<file path="src/rtl/req_priority_encoder.sv">
// req_priority_encoder: registered request-to-index encoder with VALID/ACK hold.
// Define REQ_ENCODER_RR_EN for round-robin selection instead of lowest-index priority.
module req_priority_encoder #(
  parameter int N = 8,
  parameter int M = $clog2(N)
) (
  input  logic         CLK,
  input  logic         N_RESET,
  input  logic [N-1:0] REQ,
  input  logic         ACK,
  output logic [M-1:0] Y,
  output logic         VALID,
  output logic         MULTI,
  output logic         PEND
);
  typedef enum logic {IDLE, HOLD} state_t;
  state_t state, state_d;
  logic [M-1:0] y_d, last, last_d, sel;
  logic multi_d;
  logic [N-1:0] mreq;
  assign VALID = state == HOLD;
  // the held grant is excluded so a still-asserted line cannot be re-granted back-to-back
  assign mreq = VALID ? REQ & ~(N'(1) << Y) : REQ;
  assign PEND = |mreq;
`ifdef REQ_ENCODER_RR_EN
  always_comb begin
    sel = '0;
    for (int i = N-1; i >= 0; i--)
      if (mreq[(int'(last) + 1 + i) % N]) sel = M'((int'(last) + 1 + i) % N);
  end
`else
  always_comb begin
    sel = '0;
    for (int i = N-1; i >= 0; i--)
      if (mreq[i]) sel = M'(i);
  end
`endif
  always_comb begin
    state_d = state;
    y_d = Y;
    multi_d = MULTI;
    last_d = last;
    if ((!VALID || ACK) && |mreq) begin
      state_d = HOLD;
      y_d = sel;
      multi_d = |(REQ & (REQ - N'(1)));
      last_d = sel;
    end else if (ACK) state_d = IDLE;
  end
  always_ff @(posedge CLK)
    if (!N_RESET) begin
      state <= IDLE;
      Y <= '0;
      MULTI <= 1'b0;
      last <= M'(N-1);
    end else begin
      state <= state_d;
      Y <= y_d;
      MULTI <= multi_d;
      last <= last_d;
    end
endmodule

</file>
<file path="config.mk">
export PLATFORM = sky130hd
export DESIGN_NAME = req_priority_encoder
export DESIGN_NICKNAME = d
export VERILOG_FILES = /design/src/rtl/req_priority_encoder.sv
export SDC_FILE = /design/constraint.sdc
export NUM_CORES = 1
export LEC_CHECK = 0
export ABC_AREA = 0
export CORE_AREA = 10 10 47 49
export DETAILED_ROUTE_END_ITERATION = 10
export DIE_AREA = 0 0 57 59
export GPL_ROUTABILITY_DRIVEN = 0
export PLACE_DENSITY = 0.68
export SLEW_MARGIN = 40
export SYNTH_ARGS = -nofsm -noshare
export SYNTH_HDL_FRONTEND = slang
export SYNTH_SLANG_ARGS = --single-unit
</file>
<file path="constraint.sdc">
create_clock -name CLK -period 7.5 [get_ports CLK]
set_clock_uncertainty 0.15 [all_clocks]
set_input_delay 2.25 -clock CLK [delete_from_list [all_inputs] [get_ports CLK]]
set_output_delay 2.25 -clock CLK [all_outputs]
set_load 0.01 [all_outputs]
</file>
==> summary.md <==
| Metric | Value |
|---|---|
| Initial antenna violation count | `0` |
| Clk buf depth | `2` |
| Hold wc startpoint | `Y[1]$_SDFFE_PN0P_` |
| Final Cycle Share | `between 80% and 90%` |
| Reg clk slew, reported paths | `40 ps` |
| Layout Nets | `92` |
| Critical Path RT | `5100 ps` |
| Max H-tree Level | `1` |
| EDFF count, synth | `0` |
| Share of the synthesized area in the top cell type | `between 20 and 25%` |
| Crit-path slowest cell | `clkdlybuf4s50_1` |
| Area of the multi-input gates | `369 sq um` |
| Final hold slack | `384 ps` |
| MaxCap Viol Count | `0` |
| Post-synth top area cell | `dfxtp_1` |
| Power Density | `137 mW/mm^2` |
| Post-Route WL | `1370 um` |
| Yosys cell types | `30` |
| Min setup slack post-route | `756 ps` |
| Synth cell count leaders | `nor2_1, o21ai_0, dfxtp_1, inv_1, nand2_1` |
| Wire per inst | `roughly 14 um` |
| Final slew viol count | `0` |
| Status | `finished clean` |
| Worst path cell trace | `clkdlybuf4s50_1 -> mux2_4 -> o32a_4 -> nor4b_4 -> inv_1 -> clkdlybuf4s50_1` |
| Largest net degree at the start of global routing | `13` |
| Starting Density | `35.6%` |
| CP Class | `input port to output pin` |
| Worst slew pin tran | `approximately 460 ps` |
| Number of fill cells | `between 150 and 200` |
| VDD IR-drop max | `0.0930 mV` |
| Reg area | `100 sq um` |
| Fraction of layout cells with a size suffix above 1 | `about 11%` |
| Worst Hold Class | `flip-flop to flip-flop` |
| Die area | `0.00336 sq mm` |
| Rel. slew slack | `69.0%` |
| RSZ-0062 raised after global routing | `false` |
| Vias | `roughly 530` |
| Crit. End Element | `output pin` |
| Core Region | `0.00140 sq mm` |
| Tmin final | `slightly below 7000 ps` |
| DP Worst Slack | `755 ps` |
| Slowest Stage Delay on Critical Path | `490 ps` |
| Hold Path End | `Y[1]$_SDFFE_PN0P_` |
| CP startpoint kind | `input port` |
| Width of the die | `57 um` |
| Post-CTS setup buffer count | `0` |
| Final setup fails | `0` |
| Post-cts resize count | `0` |
| Crit Reg-Reg Endpoint | `MULTI$_SDFFE_PN0P_` |
| Hold_buf cts | `0` |
| Crit path max fanout | `6` |
| Post-route setup TNS | `0 ps` |
| Register area share after synthesis | `20.1%` |
| CTS tree | `yes` |
| Row count | `14` |
| Vias in the first global route | `512` |
| Clock Latency Late Sink | `~250 ps` |
| Hold depth | `2` |
| Area delta synth->final | `39.1%` |
| Most used cell along the critical path | `clkdlybuf4s50_1` |
| Area of the mapped netlist | `between 400 and 500 sq um` |
| Cells on worst reg2reg path | `5` |
| Final ANT Viol Nets | `0` |
| Ant diodes | `0` |
| Drt first pass iters | `4` |
| Fmax | `between 0.1 and 0.15 GHz` |
| Post-Syn Instances | `61` |
| Initial drt markers | `9` |
| FF-to-FF Start | `Y[0]$_SDFFE_PN0P_` |
| TritonCTS Sinks | `5` |
| Gr ovfl total | `0` |
| FFs w/ async S/R, synth | `0%` |
| Port Buffers | `16` |
| Num CTS Buffers | `3` |
| Synth Area per Inst | `8.18 sq um` |
| Total Routing Usage GR | `8.23%` |
| Pleak | `0.251 nW` |
| Syn Nets | `72` |
| Global-route wire length before repair | `2270 um` |
| WP data arrival | `between 4000 and 5000 ps` |
| Worst R2R Setup Slack | `roughly 5300 ps` |
| Die height | `between 50 and 60 um` |
| Dpl hpwl | `1100 um` |
| I/O pins | `17` |
| Hold Vio Cnt, Final | `0` |
| Root buffer cell | `clkbuf_4` |
| Number of synthesized register bits | `5` |
| Residual DRC count | `0` |
| Post-synth top flop | `dfxtp_1` |
| Via/cell ratio | `about 5.6` |
| Yosys warning total | `0` |
| Main area contributors after synthesis | `dfxtp_1, o21ai_0, mux2_4` |
[through the flow]
stage | power [mW] | utilization [%] | instances | cell area, sq um
CTS | 0.0968 | 49.6 | 96 | 694
detailed placement | 0.0642 | 47.7 | 92 | 668
global placement | 0.0639 | 47.7 | 92 | 668
floorplan | 0.0502 | - | 61 | 499
finish | 0.0955 | 49.6 | 96 | 694
global route | 0.102 | 49.6 | 96 | 694
[flip-flops by register name, summed over array words and instances, names as in the netlist]
register,count
Y,3
MULTI,1
VALID,1
[cells by family after synthesis]
group,share of synthesized area [%]
buffers and inverters,6.02
and+or+nand+nor,23.8
muxes,12.3
AOI/OAI and AO/OA,37.8
DFF,20.1
[cells in the final DEF, fill, tap and decap left out, drive strengths merged, types with 2 or more instances in the layout]
master and instances:
nand2b 2, inv 5, dfxtp 5, o21bai 2, nor2 6, nand2 4, o21ai 6, nand3 3
a21oi 3, clkbuf 4, mux2i 2, mux2 3, clkdlybuf4s50 16, o31ai 3
[cell type report]
type                    count  area share (%)
clock buffers               4            3.78
inverters                   5            2.70
multi-input cells          50            53.2
flip-flops and latches      5            14.4
well taps                  16            2.88
repair buffers             16            23.1
[worst max path at each step]
stage            from  slack, ps  depth (start not counted)  endpoint
3_5_place_dp   REQ[3]        750                          6      PEND
5_1_grt        REQ[3]        650                          6      PEND
4_1_cts        REQ[3]        740                          6      PEND
3_3_place_gp   REQ[3]        780                          6      PEND
6_report       REQ[3]        760                          6      PEND
2_1_floorplan  REQ[3]       1770                          4      PEND
[worst max-delay path: cells and delay by family]
family,cells,cell delay (ps)
AOI/OAI and AO/OA,1,340
and+or+nand+nor,1,400
muxes,1,310
buffers and inverters,3,1040
[power breakdown]
part           internal (mW)  switching [mW]
registers             0.0287         0.00387
clock network         0.0201          0.0115
logic                 0.0177          0.0136
[layer usage]
metal	share of wire [%]	global-route usage (%)
met1	46	9.07
met2	42	12.1
met3	11	5.36
met4	1.0	3.69
met5	0	0
No activity file was read; power rests on OpenSTA's default activity.
